===== config.mk =====
export PLATFORM = sky130hd
export DESIGN_NAME = seq_divider_flat
export DESIGN_NICKNAME = d
export VERILOG_FILES = /design/src/rtl/seq_divider_if.sv /design/src/rtl/seq_divider.sv /design/src/flat_wrapper.sv
export SDC_FILE = /design/constraint.sdc
export NUM_CORES = 1
export LEC_CHECK = 0
export ABC_AREA = 1
export BUFFER_PORTS_ARGS = -buffer_cell sky130_fd_sc_hd__buf_2
export CAP_MARGIN = 30
export CORE_AREA = 2 2 64 66
export CTS_CLUSTER_SIZE = 10
export DETAILED_ROUTE_END_ITERATION = 10
export DIE_AREA = 0 0 66 68
export HOLD_SLACK_MARGIN = 0.05
export PLACE_DENSITY = 0.72
export RECOVER_POWER = 25
export SYNTH_ARGS = -nofsm -noshare
export SYNTH_HDL_FRONTEND = slang
export SYNTH_SLANG_ARGS = --single-unit

===== constraint.sdc =====
create_clock -name clk -period 1.74 [get_ports clk]
set_input_delay 0.174 -clock clk [delete_from_list [all_inputs] [get_ports clk]]
set_output_delay 0.174 -clock clk [all_outputs]
set_load 0.03 [all_outputs]

===== src/rtl/seq_divider_if.sv =====
// Operand/result bundle for seq_divider: the requester drives the operands and
// start strobe, the divider returns registered results and status.
interface seq_divider_if #(
  parameter int N = 4
);
  logic             start;
  logic [2*N-1:0]   dividend;
  logic [N-1:0]     divisor;
  logic [2*N-1:0]   quotient;
  logic [N-1:0]     remainder;
  logic             op_ready;
  logic             div_by_zero;

  modport master (
    output start, dividend, divisor,
    input  quotient, remainder, op_ready, div_by_zero
  );

  modport slave (
    input  start, dividend, divisor,
    output quotient, remainder, op_ready, div_by_zero
  );
endinterface


===== src/rtl/seq_divider.sv =====
// Restoring divider, unsigned 2N/N, one quotient bit per clock.
//
//   state | meaning
//   IDLE  | after reset, waiting for start
//   BUSY  | shifting/subtracting, 2N iterations
//   DONE  | results held, op_ready high
module seq_divider #(
  parameter int N = 4
) (
  input  logic         clk,
  input  logic         rst,
  seq_divider_if.slave bus
);
  localparam int W  = 2 * N;
  localparam int CW = (W > 2) ? $clog2(W) : 1;
  localparam logic [CW-1:0] LAST = CW'(W - 1);

  typedef enum logic [1:0] {IDLE, BUSY, DONE} state_t;

  state_t          state, state_n;
  logic [W-1:0]    q, q_n;
  logic [N-1:0]    r, r_n;
  logic [N-1:0]    d, d_n;
  logic [CW-1:0]   count, count_n;
  logic [W-1:0]    quot, quot_n;
  logic [N-1:0]    rem, rem_n;
  logic            dbz, dbz_n;
  logic [N:0]      s;
  logic [N:0]      diff;

  always_ff @(posedge clk) begin
    if (rst) begin
      state <= IDLE;
      q     <= '0;
      r     <= '0;
      d     <= '0;
      count <= '0;
      quot  <= '0;
      rem   <= '0;
      dbz   <= 1'b0;
    end else begin
      state <= state_n;
      q     <= q_n;
      r     <= r_n;
      d     <= d_n;
      count <= count_n;
      quot  <= quot_n;
      rem   <= rem_n;
      dbz   <= dbz_n;
    end
  end

  // The partial remainder stays below D, so S - D fits in N+1 bits and its
  // top bit is exactly the borrow: set means S < D.
  always_comb begin
    state_n = state;
    q_n     = q;
    r_n     = r;
    d_n     = d;
    count_n = count;
    quot_n  = quot;
    rem_n   = rem;
    dbz_n   = dbz;
    s       = {r, q[W-1]};
    diff    = s - {1'b0, d};

    case (state)
      IDLE, DONE: begin
        if (bus.start) begin
          if (bus.divisor == '0) begin
            state_n = DONE;
            quot_n  = '1;
            rem_n   = '0;
            dbz_n   = 1'b1;
          end else begin
            state_n = BUSY;
            q_n     = bus.dividend;
            r_n     = '0;
            d_n     = bus.divisor;
            count_n = '0;
          end
        end
      end
      BUSY: begin
        if (!diff[N]) begin
          r_n = diff[N-1:0];
          q_n = {q[W-2:0], 1'b1};
        end else begin
          r_n = s[N-1:0];
          q_n = {q[W-2:0], 1'b0};
        end
        count_n = count + CW'(1);
        if (count == LAST) begin
          state_n = DONE;
          quot_n  = q_n;
          rem_n   = r_n;
          dbz_n   = 1'b0;
        end
      end
      default: state_n = IDLE;
    endcase
  end

  // dbz is held like the results; the flag is only shown while in DONE.
  assign bus.quotient    = quot;
  assign bus.remainder   = rem;
  assign bus.op_ready    = (state == DONE);
  assign bus.div_by_zero = dbz && (state == DONE);
endmodule


===== src/flat_wrapper.sv =====
// flat-port wrapper written by rule: the top's interface ports become plain ports
module seq_divider_flat 
#(
  parameter int N = 4
)
  (clk, rst, bus_start, bus_dividend, bus_divisor, bus_quotient, bus_remainder, bus_op_ready, bus_div_by_zero);
  seq_divider_if #(.N(N)) bus_i ();
  input  logic clk;
  input  logic rst;
  input wire logic [$bits(bus_i.start)-1:0] bus_start;
  input wire logic [$bits(bus_i.dividend)-1:0] bus_dividend;
  input wire logic [$bits(bus_i.divisor)-1:0] bus_divisor;
  output wire logic [$bits(bus_i.quotient)-1:0] bus_quotient;
  output wire logic [$bits(bus_i.remainder)-1:0] bus_remainder;
  output wire logic [$bits(bus_i.op_ready)-1:0] bus_op_ready;
  output wire logic [$bits(bus_i.div_by_zero)-1:0] bus_div_by_zero;
  assign bus_i.start = bus_start;
  assign bus_i.dividend = bus_dividend;
  assign bus_i.divisor = bus_divisor;
  assign bus_quotient = bus_i.quotient;
  assign bus_remainder = bus_i.remainder;
  assign bus_op_ready = bus_i.op_ready;
  assign bus_div_by_zero = bus_i.div_by_zero;
  seq_divider #(.N(N)) u_core (.clk(clk), .rst(rst), .bus(bus_i));
endmodule

==> results.md, run 1 <==
* Status: completed
* Fin cells at a little over 300
* Peak VDD IR at about 0.00045 V
* CP top delay family: simple AND/OR/NAND/NOR gates
* Clk_skew at 0.00811 ns
* Diodes inserted at 0
* Nets at between 200 and 300
* Initial Utilization at 0.441
* GP Congestion at just under 0.9
* WL per Instance at ~13 um
* Placed Cells at 298
* WP buf/inv at 2
* Post-Syn Area at 1700 um^2
* Final worst path period share at 0.982
* Post-DP HPWL at 2.55 mm
* Antenna-violating nets left at 0
* Final WL at 3.98 mm
* GRT Resource Usage Total at 0.189
* First-pass GRT wire length at between 6 and 7 mm
* Initial antenna violation count at 0
* Most frequent cells in the layout: dfxtp_1, inv_1, nand2_1, nand3_1, a21oi_1
* Hold/Removal Path Class: in2reg
* Yosys warns at 0
* Drt first pass iters at 4
* Syn Area/Cell at 7.45 um^2
* Die ar. at 4490 um^2
* Core area at 3860 um^2
* R2R cell count at 10
* Crit path top cell by count: inv_2
* Syn_nets at 250
* Register area share after synthesis at 0.401
* DRC at 0
* Yosys reg bits at 34
* Worst-path fanout max at 6
* Crit-path slowest cell: fa_2
* Cell chain of the critical path: inv_2 > ha_4 > inv_2 > fa_2 > nand2_1 > nand2_2 > nand3_2 > nand2_4 > nor3_2 > nor2_1
* Port-buffer cells at 28
* Starting DRT DRC Count at 83
* Max_slew headroom at 0.622
* Final hold vios at 0
* Fin util at 0.538
* Total CTS buffers at 5
* CP Launch Type: register
* Flop-to-flop setup slack at 0.03 ns
* GRT Residual Overflow at 0
* Yosys cell types at 29
* Element type at the critical path end: register
* Crit path largest cell delay at 0.40 ns
* Most common cell after layout, fill and taps aside: dfxtp_1
* Clk_lat worst skew at 0.30 ns
* Fin crit period at 1.71 ns
* CTS Sinks at 34
* Vias at 1,567
* Number of global-route vias before repair at roughly 1,400
* Synthesized instance count at 228
* Die height at ~70 um
* Worst reg2reg startpoint: u_core.q[7]$_SDFFE_PP0P_
* CTS clock-pin slew for the worst setup and hold paths at 0.07 ns
* Cells on Worst Hold Path at 3
* Hold worst-path end: u_core.d[0]$_SDFFE_PP0P_
* # fillers at 390
* Leak pwr at 0.000977 uW
* Crit Path Class: reg2reg
* Root Buffer Master: clkbuf_8
* Max Root-Sink Buffers at 2
* Layout cells sized above 1 at 0.277
* Die W at roughly 66 um
* Final Max Slew Viols at 0
* Standard-cell row count at 23
* R2R Path End: u_core.bus.quotient[0]$_SDFFE_PP0P_
* H-tree depth at 2
* RSZ-0062 raised after global routing: yes
* Largest net degree at the start of global routing at 28
* Max capacitance violation total at 0
* Worst Tran Pin Value at between 0.5 and 0.6 ns
* Max Clk Rate at 585 MHz
* CP arrival at 1.89 ns
* Req. time, crit path at 1.92 ns
* Endpoints failing setup at 0
* IO Count at 29
* Hold path start: bus_divisor[0]
* CTS tree: built
* Synth-to-layout area growth at 22.2%
* Via density at 5.12
* Pwr dens at roughly 890 nW/um^2
* Total stage count of the critical path at 10
-- cell families after synthesis --
kind of cell               count (synthesis)  synth area share
adders and majority gates                  7            0.0560
buffers and inverters                     46             0.126
xor gates and xnor gates                   1           0.00516
DFF                                       34             0.401
and+or+nand+nor                           94             0.272
AOI/OAI and AO/OA                         46             0.140
-- area by class of cell --
type | count | area [um^2] | area share
Inverter | 35 | 131 | 0.0633
Clock buffer | 6 | 82.6 | 0.0398
Timing Repair Buffer | 33 | 166 | 0.0802
Multi-Input combinational cell | 148 | 950 | 0.458
Sequential cell | 34 | 683 | 0.329
Tap cell | 50 | 62.6 | 0.0301
-- sequential cells by signal, summed over array words and instances, names as in the netlist --
name and flops:
u_core.state 2, u_core.bus.quotient 8, u_core.dbz 1, u_core.r 4, u_core.count 3, u_core.bus.remainder 4
u_core.d 4, u_core.q 8
-- metal layers --
layer | up-vias | track usage | wire length (um)
met4 | 0 | 0.0867 | 79
met5 | - | 0 | 0
met3 | 9 | 0.0559 | 205
met2 | 42 | 0.306 | 1930
li1 | 808 | - | -
met1 | 708 | 0.234 | 1760
-- cell usage after synthesis, drive strengths merged --
library cell | count | area share
ha | 6 | 0.044
o211ai | 1 | 0.0044
nand3 | 38 | 0.11
dfxtp | 34 | 0.40
clkbuf | 2 | 0.0044
a31oi | 4 | 0.015
a21oi | 20 | 0.059
nand4 | 5 | 0.018
fa | 1 | 0.012
xor2 | 1 | 0.0052
nor2 | 17 | 0.048
or2 | 1 | 0.0037
clkinv | 3 | 0.0066
buf | 9 | 0.044
nor3 | 2 | 0.0088
inv | 32 | 0.071
o21ai | 21 | 0.062
nand2 | 30 | 0.075
and3 | 1 | 0.0037
-- tightest hold or removal path, cell delays in order --
cell and delay (ns):
buf_2 0.11, nand3_1 0.07, a21oi_1 0.06
-- repair_timing --
item,4_1_cts,5_1_grt
resized for setup,2,33
hold buffers,0,0
endpoints found under the hold margin,0,0
pin swaps,0,10
setup endpoints to repair,9,9
cloned,0,0
buffers inserted,0,2
-- metrics by stage --
stage / power, uW / TNS [ns] / cell area (um^2) / hold slack (ns) / setup WS, ns
2_1_floorplan: 1110 / 0 / 1700 / 0.341 / 0.140
3_3_place_gp: 1170 / 0 / 1840 / 0.455 / 0.0207
3_5_place_dp: 1170 / -0.0739 / 1840 / 0.458 / -0.0252
4_1_cts: 1770 / 0 / 1930 / 0.160 / 0.0507
5_1_grt: 1930 / -0.578 / 2080 / 0.164 / -0.0775
6_report: 1840 / 0 / 2080 / 0.155 / 0.0307
-- report_power, final --
part | internal, uW | switching (uW)
Combinational | 141 | 265
Sequential | 821 | 31.7
Clock | 305 | 279
-- how the worst max path moves through the flow --
stage               slack, ns                      from                              endpoint
CTS                      0.05  u_core.q[7]$_SDFFE_PP0P_  u_core.bus.remainder[3]$_SDFFE_PP0P_
finish                   0.03  u_core.q[7]$_SDFFE_PP0P_   u_core.bus.quotient[0]$_SDFFE_PP0P_
detailed placement      -0.03  u_core.q[7]$_SDFFE_PP0P_  u_core.bus.remainder[3]$_SDFFE_PP0P_
global placement         0.02  u_core.q[7]$_SDFFE_PP0P_  u_core.bus.remainder[0]$_SDFFE_PP0P_
global route            -0.08  u_core.q[7]$_SDFFE_PP0P_              u_core.r[0]$_SDFFE_PP0P_
floorplan                0.14  u_core.q[7]$_SDFFE_PP0P_              u_core.r[3]$_SDFFE_PP0P_
(Power assumes the default switching activity.)
==> run 2, diff against run 1 <==
--- a/config.mk
+++ b/config.mk
@@ -8,12 +8,12 @@
 export ABC_AREA = 1
 export BUFFER_PORTS_ARGS = -buffer_cell sky130_fd_sc_hd__buf_2
 export CAP_MARGIN = 30
-export CORE_AREA = 2 2 64 66
+export CORE_AREA = 2 2 59 61
 export CTS_CLUSTER_SIZE = 10
 export DETAILED_ROUTE_END_ITERATION = 10
-export DIE_AREA = 0 0 66 68
+export DIE_AREA = 0 0 61 63
 export HOLD_SLACK_MARGIN = 0.05
-export PLACE_DENSITY = 0.72
+export PLACE_DENSITY = 0.82
 export RECOVER_POWER = 25
 export SYNTH_ARGS = -nofsm -noshare
 export SYNTH_HDL_FRONTEND = slang
==> run 2 against run 1 <==
Critical path depth rose by 2. Clock skew up 0.0073 ns. Largest power group unchanged. The run now ends with negative setup slack left. Critical path type unchanged. Sequential power barely moved.
==> results.md, run 2 (synthesized netlist as in run 1, its figures left out) <==
* Worst-path fanout max at 6
* Area of the multi-input gates at 986 um^2
* Layout cells sized above 1 at 0.287
* Req. time, crit path at 1.99 ns
* Crit Path Class: reg2reg
* Most frequent cells in the layout: dfxtp_1, inv_1, nand2_1
* Element type at the critical path end: register
* Hold/Removal Path Class: in2reg
* Clk_skew at 0.0155 ns
* Design Area, Final at approximately 2100 um^2
* GRT Residual Overflow at 0
* Placed Area at ~1800 um^2
* Pwr dens at around 840 nW/um^2
* Setup WS pre-CTS at -0.0760 ns
* Peak VDD IR at 0.000511 V
* Die ar. at 3840 um^2
* PnR worst setup slack at -0.0148 ns
* Max Clk Rate at 570 MHz
* Drt first pass iters at 4
* Max capacitance violation total at 0
* Total stage count of the critical path at 12
* Starting DRT DRC Count at 101
* IO Count at 29
* Sequential cell area at roughly 680 um^2
* GRT Resource Usage Total at 0.217
* Standard-cell row count at 21
* Final WL at 4.12 mm
* CTS clock-pin slew for the worst setup and hold paths at 0.11 ns
* Final Max Slew Viols at 0
* Flop-to-flop setup slack at -0.01 ns
* Cell chain of the critical path: inv_2 > ha_4 > inv_4 > fa_2 > nand2_2 > nand2_2 > nand3_2 > nand2_4 > nand3_4 > nand3_2 > nand2_2 > inv_2
* Diodes inserted at 0
* H-tree depth at 2
* Root Buffer Master: clkbuf_4
* Failing checks: negative setup slack
* Initial antenna violation count at 0
* Worst reg2reg startpoint: u_core.q[7]$_SDFFE_PP0P_
* R2R cell count at 12
* Worst Tran Pin Value at 0.554 ns
* CTS tree: built
* Crit-path slowest cell: fa_2
* Die height at 63 um
* Reg power frac at 0.486
* RSZ-0062 raised after global routing: yes
* Final worst path period share at 1.01
* DRC at 0
* WP buf/inv at 3
* Hold path start: bus_divisor[0]
* CP Launch Type: register
* Placed Cells at 294
* # fillers at 293
* Port-buffer cells at 28
* Antenna-violating nets left at 0
* Leak pwr at 0.000982 uW
* Final hold vios at 0
* Synth-to-layout area growth at 23.1%
* Max Root-Sink Buffers at 2
* WL per Instance at 13.5 um
* Status: finished with violations
* Fin cells at 304
* First-pass GRT wire length at about 6.3 mm
* Initial Utilization at 0.526
* Hold worst-path end: u_core.d[0]$_SDFFE_PP0P_
* Vias at 1,606
* Clk_lat worst skew at ~0.36 ns
* Nets at 281
* GP Congestion at 0.864
* CP top delay family: simple AND/OR/NAND/NOR gates
* Crit path top cell by count: nand2_2
* Hold Buf Count CTS at 0
* Fin crit period at 1.75 ns
* Crit path largest cell delay at 0.41 ns
* Most common cell after layout, fill and taps aside: dfxtp_1
* Switching Fraction at 0.338
* Fin util at 0.647
* Comb pwr share at 0.255
* Fin Setup TNS at -0.0615 ns
* CTS Sinks at 34
* Core area at roughly 3200 um^2
* CP arrival at roughly 2.0 ns
* Die W at 61 um
* Largest net degree at the start of global routing at 28
* Cells on Worst Hold Path at 3
* R2R Path End: u_core.r[1]$_SDFFE_PP0P_
* Clock share of power at 0.259
* Total CTS buffers at 5
* Pint at 1160 uW
* Number of global-route vias before repair at 1,449
* P_sw at around 600 uW
* Via density at around 5.3
* Max_slew headroom at 0.630
* Post-DP HPWL at ~2.5 mm
* Endpoints failing setup at 6
==> run 2: cell count changes in the layout (fill, tap and decap cells not counted), sizes merged <==
| cell | before | now |
|---|---|---|
| clkbuf | 15 | 16 |
| buf | 24 | 25 |
==> run 2: how the worst max path moves through the flow <==
stage	to	slack, ns	from
floorplan	u_core.r[3]$_SDFFE_PP0P_	0.14	u_core.q[7]$_SDFFE_PP0P_
global placement	u_core.bus.remainder[0]$_SDFFE_PP0P_	0.04	u_core.q[7]$_SDFFE_PP0P_
detailed placement	u_core.bus.remainder[0]$_SDFFE_PP0P_	-0.08	u_core.q[7]$_SDFFE_PP0P_
CTS	u_core.bus.remainder[0]$_SDFFE_PP0P_	0.0005	u_core.q[7]$_SDFFE_PP0P_
global route	u_core.bus.remainder[0]$_SDFFE_PP0P_	-0.08	u_core.q[7]$_SDFFE_PP0P_
finish	u_core.r[1]$_SDFFE_PP0P_	-0.01	u_core.q[7]$_SDFFE_PP0P_
==> run 2: worst min-delay path: stages <==
cell and delay (ns):
buf_2 0.10, nand3_1 0.07, a21oi_1 0.06
==> run 2: power groups by stage <==
| stage | clock network (uW) | registers, uW | logic [uW] |
|---|---|---|---|
| 2_1_floorplan | 0 | 870 | 238 |
| 4_1_cts | 449 | 848 | 319 |
| 6_report | 453 | 852 | 447 |
| 3_3_place_gp | 0 | 864 | 301 |
| 3_5_place_dp | 0 | 865 | 311 |
| 5_1_grt | 483 | 858 | 485 |
==> run 2: through the flow <==
stage | hold WS [ns] | power [uW]
5_1_grt | 0.119 | 1830
3_5_place_dp | 0.462 | 1180
2_1_floorplan | 0.341 | 1110
3_3_place_gp | 0.452 | 1170
6_report | 0.0973 | 1750
4_1_cts | 0.0982 | 1620
==> run 2: what timing repair did <==
item,in CTS,in global routing
setup endpoints to repair,9,9
resized for setup,3,38
pin swaps,0,14
setup buffers,0,4
cloned,0,0
==> run 2: area by class of cell <==
cell class,count,share of cell area
Clock buffer,6,0.0245
Timing Repair Buffer,35,0.0861
Inverter,35,0.0640
Tap cell,46,0.0275
Multi-Input combinational cell,148,0.471
Sequential cell,34,0.327
==> run 2: per-layer routing <==
layer,GRT usage,part of all wire
met5,0,0
met4,0.111,0.015
met3,0.0538,0.036
met2,0.325,0.52
met1,0.281,0.43
